`config.mk`:
```
export PLATFORM = sky130hd
export DESIGN_NAME = wptr_full_level
export DESIGN_NICKNAME = d
export VERILOG_FILES = /design/src/rtl/wptr_full_level.sv
export SDC_FILE = /design/constraint.sdc
export NUM_CORES = 1
export LEC_CHECK = 0
export CELL_PAD_IN_SITES_DETAIL_PLACEMENT = 1
export CELL_PAD_IN_SITES_GLOBAL_PLACEMENT = 2
export CORE_MARGIN = 5
export CORE_UTILIZATION = 23
export DETAILED_ROUTE_END_ITERATION = 10
export PLACE_DENSITY = 0.75
export SYNTH_ARGS = -nofsm -noshare
export SYNTH_HDL_FRONTEND = slang
export SYNTH_SLANG_ARGS = --single-unit
```
`constraint.sdc`:
```
create_clock -name wr_clk -period 2.5 [get_ports wr_clk]
set_input_delay 0.25 -clock wr_clk [delete_from_list [all_inputs] [get_ports wr_clk]]
set_output_delay 0.25 -clock wr_clk [all_outputs]
set_load 0.01 [all_outputs]
```
`src/rtl/wptr_full_level.sv`:
```
`default_nettype none
// ============================================================================
//  Module   : wptr_full_level
//  Purpose  : Async FIFO write-side pointer with full, level, almost-full and
//             sticky overflow flags, all in the write clock domain.
//  Revision : 1.0 - initial release
// ============================================================================
module wptr_full_level #(
    parameter int ADDR_SIZE = 3
) (
    input  logic                 wr_clk,
    input  logic                 wr_rst,
    input  logic                 wr_inc,
    input  logic [ADDR_SIZE:0]   rd_ptr_sync,
    input  logic [ADDR_SIZE:0]   afull_thresh,
    input  logic                 ovf_clr,
    output logic [ADDR_SIZE-1:0] wr_addr,
    output logic [ADDR_SIZE:0]   wr_ptr,
    output logic                 full,
    output logic                 almost_full,
    output logic [ADDR_SIZE:0]   wr_level,
    output logic                 overflow
);

    localparam int c_AW = ADDR_SIZE;

    logic [c_AW:0] r_wbin;
    logic [c_AW:0] w_wbinnext;
    logic [c_AW:0] w_wgraynext;
    logic [c_AW:0] w_rbin;
    logic [c_AW:0] w_lvl_next;
    logic [c_AW:0] w_full_cmp;
    logic          w_accept;

    assign w_accept    = wr_inc & ~full;
    assign w_wbinnext  = r_wbin + {{c_AW{1'b0}}, w_accept};
    assign w_wgraynext = (w_wbinnext >> 1) ^ w_wbinnext;

    // Gray-to-binary: each binary bit is the XOR of all Gray bits at or above it.
    generate
        for (genvar i = 0; i <= c_AW; i++) begin : g_g2b
            assign w_rbin[i] = ^rd_ptr_sync[c_AW:i];
        end
    endgenerate

    assign w_lvl_next = w_wbinnext - w_rbin;
    assign w_full_cmp = {~rd_ptr_sync[c_AW:c_AW-1], rd_ptr_sync[c_AW-2:0]};
    assign wr_addr    = r_wbin[c_AW-1:0];

    always_ff @(posedge wr_clk) begin
        if (wr_rst) begin
            r_wbin      <= '0;
            wr_ptr      <= '0;
            full        <= 1'b0;
            almost_full <= 1'b0;
            wr_level    <= '0;
            overflow    <= 1'b0;
        end else begin
            r_wbin      <= w_wbinnext;
            wr_ptr      <= w_wgraynext;
            full        <= (w_wgraynext == w_full_cmp);
            almost_full <= (w_lvl_next >= afull_thresh);
            wr_level    <= w_lvl_next;
            // Set has priority over clear so a same-cycle error is never lost.
            overflow    <= (overflow & ~ovf_clr) | (wr_inc & full);
        end
    end

endmodule
`default_nettype wire

```
; ---- Word-level counts from Yosys, hierarchy flattened
; Index checks and enable logic that the tools add are counted.
[op_classes]
addsub = 2
n_lt_le_gt_ge = 1
n_eq_ne = 1
bitwise_logic = 8
reduce_logical = 3
[ops]
columns = op, count
row1 = 4-bit by 1-bit adder with 4-bit output, 1
row2 = 4-bit equality test, 1
row3 = 4-bit >= comparator, 1
row4 = 4-bit parity, 1
row5 = 4-bit subtractor, 1
row6 = 3-bit by 4-bit bitwise XOR with 4-bit output, 1
row7 = 1-bit AND, 3
row8 = 3-bit parity, 1
row9 = 1-bit inverter, 2
row10 = 2-bit inverter, 1
row11 = 2-bit parity, 1
row12 = 1-bit bitwise OR, 1
[word_totals]
reg_bits = 15
out_inout_bits = 14
word_cells = 21

; ---- Logic depth before layout (Yosys ltp)
; Gate-level depths: netlist (run 1).
[logic_depth]
word_depth = 5
mapped_depth = 11

; ---- Worst setup path before layout (run 1)
; OpenSTA, ideal clock, no wires.
[synth_timing]
kind = register -> register
startpoint = register full
endpoint = register almost_full
setup_time_ns = 0.128
t_arrival_ns = 2.380
required_ns = 2.372
setup_slack_ns = -0.008
stages_incl_launch_ff = 12
path_cell_list = dfxtp_1 nor2b_1 ha_1 ha_1 inv_1 fa_1 inv_1 ha_1 a21o_1 a21o_1 a21oi_1 nor2_1
[synth_via]
elab_chain_len = 5
[synth_rtl]
columns = item, line_no
row1 = "start, declared", 19  ; output logic full,
row2 = "start signal, assigned", 61  ; full <= (w_wgraynext == w_full_cmp);
row3 = 1-bit inverter, 35  ; assign w_accept = wr_inc & ~full;
row4 = 1-bit AND, 35
row5 = 4-bit by 1-bit adder with 4-bit output, 36  ; assign w_wbinnext = r_wbin + {{c_AW{1'b0}}, w_accept};
row6 = named net w_wbinnext[1], 28  ; logic [c_AW:0] w_wbinnext;
row7 = 4-bit subtractor, 46  ; assign w_lvl_next = w_wbinnext - w_rbin;
row8 = named net w_lvl_next[1], 31  ; logic [c_AW:0] w_lvl_next;
row9 = 4-bit >= comparator, 62  ; almost_full <= (w_lvl_next >= afull_thresh);
row10 = "end signal, assigned", 62
row11 = "end, declared", 20  ; output logic almost_full,
; The timed path passes the listed nets, and every way through them passes these cells.
; A chain may end at the register's enable or synchronous reset.

; ---- Worst setup path in the final report (run 1)
; Same ends and word-level chain as after synthesis.

==> results of run 1 <==
[metrics by stage]
stage | worst slack (ns) | utilization [%] | hold slack [ns] | total power [uW]
2_1_floorplan | 0.0487 | - | 0.320 | 449
3_3_place_gp | -0.435 | 36.9 | 0.461 | 580
3_5_place_dp | -0.521 | 36.9 | 0.468 | 586
4_1_cts | 0.0158 | 39.1 | 0.344 | 772
5_1_grt | -0.00791 | 40.6 | 0.337 | 848
6_report | 0.113 | 40.6 | 0.308 | 783
[power breakdown]
group / total (uW) / leakage [uW] / internal [uW] / switching, uW
registers: 266 / 0.000116 / 255 / 10.9
clock network: 163 / 0.0000210 / 88.5 / 74.8
logic: 354 / 0.000430 / 205 / 150
total: 783 / 0.000566 / 548 / 235
[worst register-to-register path, stage by stage (launching register included)]
cell	delay (ns)
dfxtp_2	0.33
nor2b_2	0.10
ha_2	0.23
ha_4	0.22
buf_4	0.15
ha_1	0.30
a21o_1	0.17
a21oi_2	0.18
xnor2_2	0.14
ha_1	0.27
a21oi_2	0.13
nor2_1	0.05
[cells by family (layout without fill, tap and decap cells)]
family / count (synthesis) / in the layout
AOI/OAI and AO/OA: 7 / 7
xor gates and xnor gates: 16 / 16
adders and majority gates: 10 / 10
buffers and inverters: 9 / 51
DFF: 14 / 14
and+or+nand+nor: 19 / 19
[placed cells by master (no fill, tap or decap), types with 2 or more instances in the layout]
master and instances:
a21o_1 3, a21oi_2 2, buf_4 14, clkbuf_2 2, clkbuf_4 3, clkdlybuf4s50_1 21
dfxtp_1 13, ha_1 6, ha_4 2, inv_1 6, inv_2 2, nand2_1 2
nand2b_1 2, nor2_1 9, nor2b_1 2, xnor2_1 7, xnor2_2 4, xor2_1 4
[routing by layer]
layer / up-vias / track usage, % / wire length (um)
met5: - / 0 / 0
met4: 0 / 3.05 / 27
met3: 2 / 2.36 / 79
met2: 17 / 15.6 / 863
met1: 277 / 9.96 / 815
li1: 319 / - / -
[sequential cells by signal, indices dropped and copies added (netlist names)]
| signal | flops |
|---|---|
| wr_ptr | 4 |
| full | 1 |
| wr_level | 4 |
| overflow | 1 |
| almost_full | 1 |
| r_wbin | 3 |
[cell type report]
class	count	area share (%)
inverters	8	2.42
multi-input cells	52	39.6
well taps	44	4.44
repair buffers	39	28.0
flip-flops and latches	14	22.7
clock buffers	4	2.93
[repair_timing]
item                       4_1_cts  5_1_grt
setup endpoints to repair        1        1
pin swaps                        7        4
resized for setup               10       11
setup buffers                    1        3
hold buffers                     0        0
hold endpoints to repair         0        0
[worst paths after layout]
kind | start | endpoint | slack (ns) | cells past startpoint
setup / recovery | full$_SDFF_PP0_ | almost_full$_SDFF_PP0_ | 0.11 | 11
hold / removal | rd_ptr_sync[2] | full$_SDFF_PP0_ | 0.31 | 4
setup reg to reg | full$_SDFF_PP0_ | almost_full$_SDFF_PP0_ | 0.11 | 11
hold reg to reg | overflow$_SDFF_PP0_ | overflow$_SDFF_PP0_ | 0.47 | 2
==> impl_results.md, run 1 <==
* EDFF count, synth at 0
* Remaining global-route overflow at 0
* Starting density of the core at about 24%
* Post-synth top area share at between 30% and 40%
* Starting DRT DRC Count at 7
* Max-Cap Viols at 0
* Max Freq at 419 MHz
* Synthesized-area fraction occupied by adder cells at roughly 18%
* Htree depth at 1
* Startpoint types: flip-flop
* Post-synthesis simple-gate area fraction at approximately an eighth
* Crit path cell chain: nor2b_2 -> ha_2 -> ha_4 -> buf_4 -> ha_1 -> a21o_1 -> a21oi_2 -> xnor2_2 -> ha_1 -> a21oi_2 -> nor2_1
* Post-synthesis mux area share at 0%
* Die Height at roughly 67 um
* Number of distinct library cells after synthesis at 18
* Warnings, synthesis at 0
* Outcome: finished, final reports clean
* Worst-Skew Late Latency at between 0.2 and 0.3 ns
* Hold Path Class: in2reg
* Leakage power at between 0.0005 and 0.0006 uW
* Fin. Hold Viols at 0
* Drt pass-1 iters at 2
* Post-DRT Antenna Nets at 0
* GPL Wtd Cong at 0.755
* Diodes inserted at 0
* Number of vias per cell at ~3.8
* Area of the multi-input gates at 490 um^2
* Max_slew headroom at 61.8%
* Synth Area in Compound Gates at roughly 6.1%
* Leading area contributor after synthesis: dfxtp_1
* Area Growth Syn to Fin at 68.3%
* First-pass GRT wire length at 2890 um
* Fin crit share at between 90% and 100%
* Synth Area per Inst at between 9 and 10 um^2
* Number of I/O port buffers at 25
* Synth Area in XOR/XNOR at between 20% and 30%
* Top post-synthesis cells by area: dfxtp_1, ha_1, xnor2_1
* CTS root buf: clkbuf_4
* Synthesized instance count at 75
* Slew Viols, Final at 0
* Initial antenna violation count at 0
* Core area at between 3000 and 4000 um^2
* Flops & latches, synth at 14
* CTS max path bufs at 2
* Critical Path Fanout Max at 3
* Slowest stage delay, CP at approximately 0.33 ns
* Worst vdd ir at approximately 260 uV
* Most used DFF post-synth: dfxtp_1
* Nets at 140
* Critical Path Slowest Stage Cell: dfxtp_2
* Most numerous cell in the Yosys netlist: dfxtp_1
* Worst EP arrival at 2.54 ns
* Post-synth top cells: dfxtp_1, xnor2_1, ha_1, nor2_1, inv_1
* Avg WL per Cell at 11.1 um
* Crit-path leading delay family: adder cells
* CTS tree: built
* CP Capture Type: flip-flop
* Cell area after layout at 1240 um^2
* Syn Std Cell Area at ~740 um^2
* Placed instance area at between 1000 and 1500 um^2
* Die width at between 60 and 70 um
* Via count of the first global-routing pass at between 600 and 700
* Row count at 20
* Largest family of logic cells by synthesized area: XOR/XNOR gates
* Clk_skew at approximately 0.00047 ns
* GRT Util Overall at under 10%
* I/O pin total at 26
* CP Class: reg2reg
* Die area at 4440 um^2
* Largest net degree at the start of global routing at 15
* Asr flop ratio synth at 0%
* PD cells at roughly 630 nW/um^2
* Worst path bufs/invs at 1
* Fin crit period at roughly 2.4 ns
* Worst slew pin tran at between 0.5 and 0.6 ns
* Worst-path clk slew at 0.09 ns
* Setup TNS at 0 ns
* Filler instances at 353
* Storage element area at 282 um^2
* DP Wirelength at 1380 um
* Vias at around 620
* CTS Buf Count at 3
* Routed wire length at around 1800 um
* Share of cells above drive strength 1 at between 20% and 30%
* Endpoints failing setup at 0
* DRC at 0
* Placed cells at 153
* Critical path data required time at between 2 and 3 ns
* Non-Filler Instances at ~160
* CTS Sinks at 14
* Mapped Nets at 97
* Sequential area share after synthesis at 38.0%
No activity file was read; power rests on OpenSTA's default activity.
==> inputs of run 2 (changes only) <==
--- a/config.mk
+++ b/config.mk
@@ -11,6 +11,7 @@
 export CORE_UTILIZATION = 23
 export DETAILED_ROUTE_END_ITERATION = 10
 export PLACE_DENSITY = 0.75
+export RECOVER_POWER = 50
 export SYNTH_ARGS = -nofsm -noshare
 export SYNTH_HDL_FRONTEND = slang
 export SYNTH_SLANG_ARGS = --single-unit
==> impl_results.md, run 2 (same netlist as run 1, synthesis figures left out) <==
* Outcome: finished, final reports clean
* Core area at roughly 3100 um^2
* Share of cells above drive strength 1 at between 20 and 30%
* CP Capture Type: flip-flop
* Via count of the first global-routing pass at between 600 and 700
* Fin. Hold Viols at 0
* Worst-Skew Late Latency at 0.28 ns
* Drt pass-1 iters at 2
* Crit path cell chain: nor2b_2 -> ha_2 -> ha_4 -> buf_4 -> ha_1 -> a21o_1 -> a21oi_2 -> xnor2_2 -> ha_1 -> a21oi_2 -> nor2_1
* GPL Wtd Cong at around 0.75
* Number of I/O port buffers at 25
* HP Start: rd_ptr_sync[2]
* Starting DRT DRC Count at 7
* Vias at 615
* Crit-path leading delay family: adder cells
* Worst hold slack at ~0.31 ns
* DRC at 0
* CTS Sinks at 14
* Most common cell after layout, fill and taps aside: clkdlybuf4s50_1
* Hold Path Class: in2reg
* Endpoints failing setup at 0
* I/O pin total at 26
* Avg WL per Cell at approximately 11 um
* PD cells at about 630 nW/um^2
* Critical Path Fanout Max at 3
* Reg2reg setup slack at ~0.11 ns
* First-pass GRT wire length at about 2900 um
* Htree depth at 1
* R2r worst-path depth at 11
* Critical path data required time at 2.65 ns
* Post-DRT Antenna Nets at 0
* Routed wire length at approximately 1800 um
* CP Class: reg2reg
* Fin crit share at around 96%
* Critical path startpoint: full$_SDFF_PP0_
* Diodes inserted at 0
* Die Height at approximately 67 um
* Fin crit period at 2.39 ns
* Reg2reg start: full$_SDFF_PP0_
* Max-Cap Viols at 0
* Largest regs: wr_level x4, wr_ptr x4, r_wbin x3
* Slowest stage delay, CP at around 0.33 ns
* Largest net degree at the start of global routing at 15
* Leakage power at 0.000566 uW
* Starting density of the core at approximately a quarter
* Slew Viols, Final at 0
* CTS Hold Bufs at 0
* Initial antenna violation count at 0
* Nets at 140
* CTS tree: built
* Clk_skew at approximately 0.00047 ns
* CTS Buf Count at 3
* Setup TNS at 0 ns
* Hold Path Depth at 4
* DP Wirelength at 1380 um
* Filler instances at 353
* Worst-path clk slew at around 0.090 ns
* Max_slew headroom at around three fifths
* Critical Path Slowest Stage Cell: dfxtp_2
* CTS max path bufs at 2
* Row count at 20
* Commonest non-fill, non-tap cells in the layout: clkdlybuf4s50_1, buf_4, dfxtp_1
* Startpoint types: flip-flop
* GRT Util Overall at between 8 and 9%
* Area Growth Syn to Fin at 68.3%
* Max Freq at 419 MHz
* Worst EP arrival at around 2.5 ns
* Worst vdd ir at 256 uV
* Number of vias per cell at roughly 3.8
* Worst path bufs/invs at 1
* Die area at between 4000 and 5000 um^2
* Die width at between 60 and 70 um
* Worst slew pin tran at 0.577 ns
* CTS root buf: clkbuf_4
* CP Depth at 11
* Remaining global-route overflow at 0
run 2: changes by cell type in the layout (fill, tap and decap cells not counted), sizes merged:
cell | previous run | this run
clkdlybuf4s50 | 21 | 20
dlygate4sd3 | 0 | 1
run 2: worst register-to-register path: cells and delay by family (launching register included):
| family | cells | cell delay, ns |
|---|---|---|
| fa+ha+maj | 4 | 1.02 |
| buf+inv | 1 | 0.15 |
| simple gates | 2 | 0.15 |
| xor+xnor | 1 | 0.14 |
| compound gates | 3 | 0.48 |
| flops | 1 | 0.33 |
run 2: area by class of cell:
cell class              instances  area (um^2)  area share [%]
clock buffers                   4         36.3            2.93
well taps                      44         55.1            4.44
flip-flops and latches         14          282            22.7
inverters                       8         30.0            2.42
repair buffers                 39          347            28.0
multi-input cells              52          490            39.6
run 2: what timing repair did:
action,in CTS,in global routing
setup buffers,1,3
pin swaps,7,4
setup endpoints to repair,1,1
resized for setup,10,11
run 2: worst paths after layout:
kind | end
max reg2reg | almost_full$_SDFF_PP0_
min | full$_SDFF_PP0_
max | almost_full$_SDFF_PP0_
min reg2reg | overflow$_SDFF_PP0_
run 2: metal layers:
| metal | track usage [%] | wire, um | up-vias |
|---|---|---|---|
| li1 | - | - | 319 |
| met3 | 2.36 | 79 | 2 |
| met2 | 15.6 | 863 | 17 |
| met1 | 9.96 | 815 | 277 |
| met5 | 0 | 0 | - |
| met4 | 3.05 | 27 | 0 |
run 2: metrics by stage:
step	util, %	std cells	total power, uW	instance area, um^2	setup WS [ns]
after CTS	39.1	158	772	1190	0.0158
after floorplan	-	75	449	749	0.0487
after global routing	40.6	161	847	1240	-0.00820
after detailed placement	36.9	153	586	1130	-0.521
final	40.6	161	783	1240	0.112
after global placement	36.9	153	580	1130	-0.435
run 2: power by group:
group	internal, uW	switching [uW]	leakage (uW)
logic	205	150	0.000430
clock network	88.5	74.8	0.0000210
registers	255	10.9	0.000116
total	548	235	0.000566
